<file path="src/rtl/z80_pad_bridge.sv">
// rtl/z80_pad_bridge.sv - Z80 core to user-pad bridge: registered outputs, input synchronizers, wait-state generator
module z80_pad_bridge #(
  parameter int MEM_WAIT    = 0,
  parameter int IO_WAIT     = 1,
  parameter int SYNC_STAGES = 2
) (
  input  logic        wb_clk_i,
  input  logic        wb_rst_i,
  input  logic [35:0] io_in,
  output logic [35:0] io_out,
  output logic [35:0] io_oeb,
  input  logic [7:0]  core_ctrl_n,
  input  logic [15:0] core_addr,
  input  logic [7:0]  core_dout,
  input  logic        core_doe,
  output logic [7:0]  core_din,
  output logic        core_wait_n,
  output logic        core_int_n,
  output logic        core_nmi_n,
  output logic        core_busrq_n
);

  localparam logic [3:0] MEM_CNT = 4'(MEM_WAIT);
  localparam logic [3:0] IO_CNT  = 4'(IO_WAIT);

  typedef enum logic [1:0] {
    IDLE  = 2'd0,
    COUNT = 2'd1,
    HOLD  = 2'd2
  } wait_state_t;

  // Board routing of the data bus: result bit k drives io[24+k].
  function automatic logic [7:0] pin_perm(input logic [7:0] d);
    pin_perm = {d[1], d[0], d[7], d[2], d[6], d[5], d[3], d[4]};
  endfunction

  function automatic logic [7:0] pin_unperm(input logic [7:0] p);
    pin_unperm = {p[5], p[3], p[2], p[0], p[1], p[4], p[7], p[6]};
  endfunction

  logic [7:0]  ctrl_q;
  logic [15:0] addr_q;
  logic [7:0]  dout_q;
  logic        doe_q;

  logic [3:0]  ctrl_sync [SYNC_STAGES];
  logic [7:0]  data_sync [SYNC_STAGES];

  wait_state_t state_q, state_d;
  logic [3:0]  cnt_q, cnt_d;
  logic        gen_wait_n_q, gen_wait_n_d;
  logic        mreq_prev_q, iorq_prev_q;

  logic        mreq_n, iorq_n, rfsh_n;
  logic        iorq_fall, mreq_fall;
  logic        unused_io;

  assign mreq_n    = core_ctrl_n[1];
  assign iorq_n    = core_ctrl_n[2];
  assign rfsh_n    = core_ctrl_n[5];
  assign unused_io = ^io_in[23:0];

  always_ff @(posedge wb_clk_i) begin
    if (wb_rst_i) begin
      ctrl_q <= 8'hFF;
      addr_q <= 16'h0000;
      dout_q <= 8'h00;
      doe_q  <= 1'b0;
    end else begin
      ctrl_q <= core_ctrl_n;
      addr_q <= core_addr;
      dout_q <= core_dout;
      doe_q  <= core_doe;
    end
  end

  assign io_out = {4'h0, pin_perm(dout_q), addr_q, ctrl_q};
  assign io_oeb = {4'hF, {8{~doe_q}}, 24'h000000};

  always_ff @(posedge wb_clk_i) begin
    if (wb_rst_i) begin
      for (int i = 0; i < SYNC_STAGES; i++) begin
        ctrl_sync[i] <= 4'hF;
        data_sync[i] <= 8'h00;
      end
    end else begin
      ctrl_sync[0] <= io_in[35:32];
      data_sync[0] <= io_in[31:24];
      for (int i = 1; i < SYNC_STAGES; i++) begin
        ctrl_sync[i] <= ctrl_sync[i-1];
        data_sync[i] <= data_sync[i-1];
      end
    end
  end

  assign core_din     = pin_unperm(data_sync[SYNC_STAGES-1]);
  assign core_int_n   = ctrl_sync[SYNC_STAGES-1][1];
  assign core_nmi_n   = ctrl_sync[SYNC_STAGES-1][2];
  assign core_busrq_n = ctrl_sync[SYNC_STAGES-1][3];
  assign core_wait_n  = ctrl_sync[SYNC_STAGES-1][0] & gen_wait_n_q;

  // Refresh cycles are excluded here so they can never start a wait.
  assign iorq_fall = iorq_prev_q & ~iorq_n;
  assign mreq_fall = mreq_prev_q & ~mreq_n & rfsh_n;

  always_ff @(posedge wb_clk_i) begin
    if (wb_rst_i) begin
      state_q      <= IDLE;
      cnt_q        <= 4'd0;
      gen_wait_n_q <= 1'b1;
      mreq_prev_q  <= 1'b1;
      iorq_prev_q  <= 1'b1;
    end else begin
      state_q      <= state_d;
      cnt_q        <= cnt_d;
      gen_wait_n_q <= gen_wait_n_d;
      mreq_prev_q  <= mreq_n;
      iorq_prev_q  <= iorq_n;
    end
  end

  always_comb begin
    state_d = state_q;
    cnt_d   = cnt_q;
    unique case (state_q)
      IDLE: begin
        if (iorq_fall) begin
          cnt_d   = IO_CNT;
          state_d = (IO_CNT != 4'd0) ? COUNT : HOLD;
        end else if (mreq_fall) begin
          cnt_d   = MEM_CNT;
          state_d = (MEM_CNT != 4'd0) ? COUNT : HOLD;
        end
      end
      COUNT: begin
        cnt_d = cnt_q - 4'd1;
        if (cnt_q == 4'd1) state_d = HOLD;
      end
      HOLD: begin
        // Stay parked until the bus cycle ends so one cycle gets one wait burst.
        if (mreq_n && iorq_n) state_d = IDLE;
      end
      default: state_d = IDLE;
    endcase
    gen_wait_n_d = (state_d != COUNT);
  end

endmodule

</file>
<file path="config.mk">
export PLATFORM = sky130hd
export DESIGN_NAME = z80_pad_bridge
export DESIGN_NICKNAME = d
export VERILOG_FILES = /design/src/rtl/z80_pad_bridge.sv
export SDC_FILE = /design/constraint.sdc
export NUM_CORES = 1
export LEC_CHECK = 0
export ABC_AREA = 1
export CORE_ASPECT_RATIO = 1.1
export CORE_UTILIZATION = 30
export DETAILED_ROUTE_END_ITERATION = 8
export GPL_TIMING_DRIVEN = 1
export PLACE_DENSITY = 0.78
export SLEW_MARGIN = 0
export SYNTH_ARGS = -nofsm -noshare
export SYNTH_HDL_FRONTEND = slang
export SYNTH_SLANG_ARGS = --single-unit
export TNS_END_PERCENT = 1
</file>
<file path="constraint.sdc">
create_clock -name wb_clk_i -period 1.9 [get_ports wb_clk_i]
set_input_delay 0.57 -clock wb_clk_i [delete_from_list [all_inputs] [get_ports wb_clk_i]]
set_output_delay 0.57 -clock wb_clk_i [all_outputs]
set_load 0.02 [all_outputs]
</file>
==> results.sh <==
export IMPL_required_ns=1.33
export IMPL_powerDensity_nw_per_um2=856
export IMPL_finalHoldViolations=0
export IMPL_seq_area_frac_synth_pct=51.8
export IMPL_dpl_hpwl_um=3350
export IMPL_wl_met3_um=281
export IMPL_yosysTopAreaCellShare_pct=51.8
export IMPL_cts_buffer_depth=2
export IMPL_root_buffer="clkbuf_8"
export IMPL_ant_nets=0
export IMPL_setup_tns_ns=0
export IMPL_die_h_um=97.3
export IMPL_vias_per_cell=3.63
export IMPL_fp_row_count=34
export IMPL_crit_buf_inv=1
export IMPL_avgRoutedWirePerCell_um=9.36
export IMPL_ys_warn_count=0
export IMPL_clock_sinks=64
export IMPL_dieArea_um2=8620
export IMPL_power_mw=2.96
export IMPL_ios=155
export IMPL_port_buffers=98
export IMPL_met1_length_um=1850
export IMPL_coreArea_um2=7960
export IMPL_top_layer_used="met4"
export IMPL_start_kind="register"
export IMPL_grt_first_pass_wirelength_um=6980
export IMPL_totalWireLength_um=4400
export IMPL_synth_edf_count=0
export IMPL_path_clk_slew_ns=0.07
export IMPL_synth_ff_type="dfxtp_1"
export IMPL_synth_area_leaders="dfxtp_1 (52%), buf_4 (15%), inv_1 (7.1%), nor2_1 (5.6%), nor2_4 (5.0%)"
export IMPL_gr_total_overflow=0
export IMPL_netlist_area_um2=2470
export IMPL_status="complete, no violations"
export IMPL_finalCritPeriodShare_pct=97.1
export IMPL_gp_congestion=0.679
export IMPL_skew_ns=0.00546
export IMPL_critPathArrivalTime_ns=1.27
export IMPL_slew_viol_final=0
export IMPL_syn_inst=272
export IMPL_die_x_um=88.6
export IMPL_diodes=0
export IMPL_yosysTopAreaCell="dfxtp_1"
export IMPL_nFillCells=806
export IMPL_rsz0062_at_grt="no"
export IMPL_crit_path_cell_trace="clkdlybuf4s50_1"
export IMPL_drc_errors=0
export IMPL_drv_cap=0
export IMPL_fin_util_pct=43.5
export IMPL_fmax_mhz=542
export IMPL_cts_tree="built"
export IMPL_synth_distinct_cells=23
export IMPL_vdd_drop_max_v=0.000380
export IMPL_initial_utilization_pct=31.1
export IMPL_synth_seq_cells=64
export IMPL_dr_wl_met2_um=2210
export IMPL_critical_path_top_delay_family="buffers and inverters"
export IMPL_fin_crit_ns=1.84
export IMPL_grt_total_usage_pct=10.8
export IMPL_antenna_found_initial=0
export IMPL_clk_latency_ns=0.32
export IMPL_synthTopCellsByCount="dfxtp_1 (64), buf_4 (49), inv_1 (47)"
export IMPL_area_growth_pct=39.7
export IMPL_cp_slowest_cell="clkdlybuf4s50_1"
export IMPL_grt_max_degree=35
export IMPL_synth_most_common_cell="dfxtp_1"
export IMPL_criticalPathCategory="reg2out"
export IMPL_grt_pass1_vias=1667
export IMPL_vias=1705
export IMPL_first_pass_iters=4
export IMPL_htree_levels=3
export IMPL_async_reset_ff_share_pct=0
export IMPL_crit_fanout=1
export IMPL_syn_area_per_cell_um2=9.10
export IMPL_end_kind="primary output"
export IMPL_cp_slowest_stage_delay_ns=0.64
export IMPL_setup_viol=0
export IMPL_cts_buffers=9
export IMPL_nets=430
export IMPL_initialDrtViolationCount=47
export IMPL_drive_gt1_share_pct=12.4
export IMPL_leakage_nw=1.57
export IMPL_hp_class="reg2reg"
==> timing repair <==
action | in CTS | in global routing
hold buffers | 0 | 0
endpoints found under the setup margin | 10 | 2
setup buffers | 0 | 0
gates resized for setup | 10 | 2
==> layout by cell type (no fill, tap or decap), types with 2 or more instances in the layout <==
cell type and count:
a21oi_2 3, clkbuf_8 9, clkdlybuf4s50_1 85, clkinv_2 3, clkinvlp_4 2, conb_1 32
dfxtp_1 64, dlygate4sd2_1 10, dlymetal6s2s_1 2, ha_1 2, inv_1 47, inv_2 6
nand2_1 17, nand3_1 4, nand3_2 2, nor2_1 37, nor2_4 11, or2_1 14
==> final timing paths <==
path | to | slack [ns] | start | cells past startpoint
setup / recovery | io_out[6] | 0.06 | ctrl_q[6] | 1
hold / removal | data_sync[0][15] | 0.40 | data_sync[0][7] | 2
setup reg to reg | cnt_q[2] | 0.82 | cnt_q[1] | 5
hold reg to reg | data_sync[0][15] | 0.40 | data_sync[0][7] | 2
==> layout make-up <==
cell class	instances	area (µm²)	area share, %
multi-input cells	129	676	19.5
flip-flops and latches	64	1280	37.0
clock inverters	7	47.5	1.37
inverters	53	199	5.75
well taps	108	135	3.91
clock buffers	9	124	3.58
repair buffers	100	996	28.8
==> through the flow <==
step	hold WS [ns]	instances	cell area (µm²)	setup WS, ns
after floorplan	0.383	302	2590	0.614
after global placement	0.386	454	3290	0.283
after detailed placement	0.396	454	3290	0.247
after CTS	0.407	470	3450	0.00845
after global routing	0.416	470	3460	0.000702
final	0.403	470	3460	0.0556
==> routing by layer <==
metal	track usage [%]	vias up
li1	-	864
met2	18.3	74
met1	11.3	763
met4	5.96	0
met5	0	-
met3	3.74	4
==> flip-flops by register name (all words and copies together) (netlist names) <==
signal and flops:
ctrl_sync 8, ctrl_q 8, cnt_q 4, dout_q 8, data_sync 16, doe_q 1, gen_wait_n_q 1, state_q 2
addr_q 16
==> kinds of logic after synthesis <==
group	after synthesis	synth area share [%]
AO/OA/AOI/OAI	5	1.47
adder cells (fa/ha/maj)	2	1.01
buffers and inverters	109	25.5
flip-flops	64	51.8
other	2	0.303
AND/OR/NAND/NOR	90	20.0
==> worst register-to-register path: cells and delay by family, from the launching register on <==
family	cells	cell delay, ns
AOI/OAI and AO/OA	1	0.06
and+or+nand+nor	2	0.28
buffers and inverters	1	0.07
DFF	1	0.36
adders and majority gates	1	0.19
==> where the power goes <==
group          switching, mW  internal, mW
clock network          0.527         0.472
logic                  0.281         0.233
registers             0.0282          1.42
Note: power is estimated with default switching activity, not from simulation.
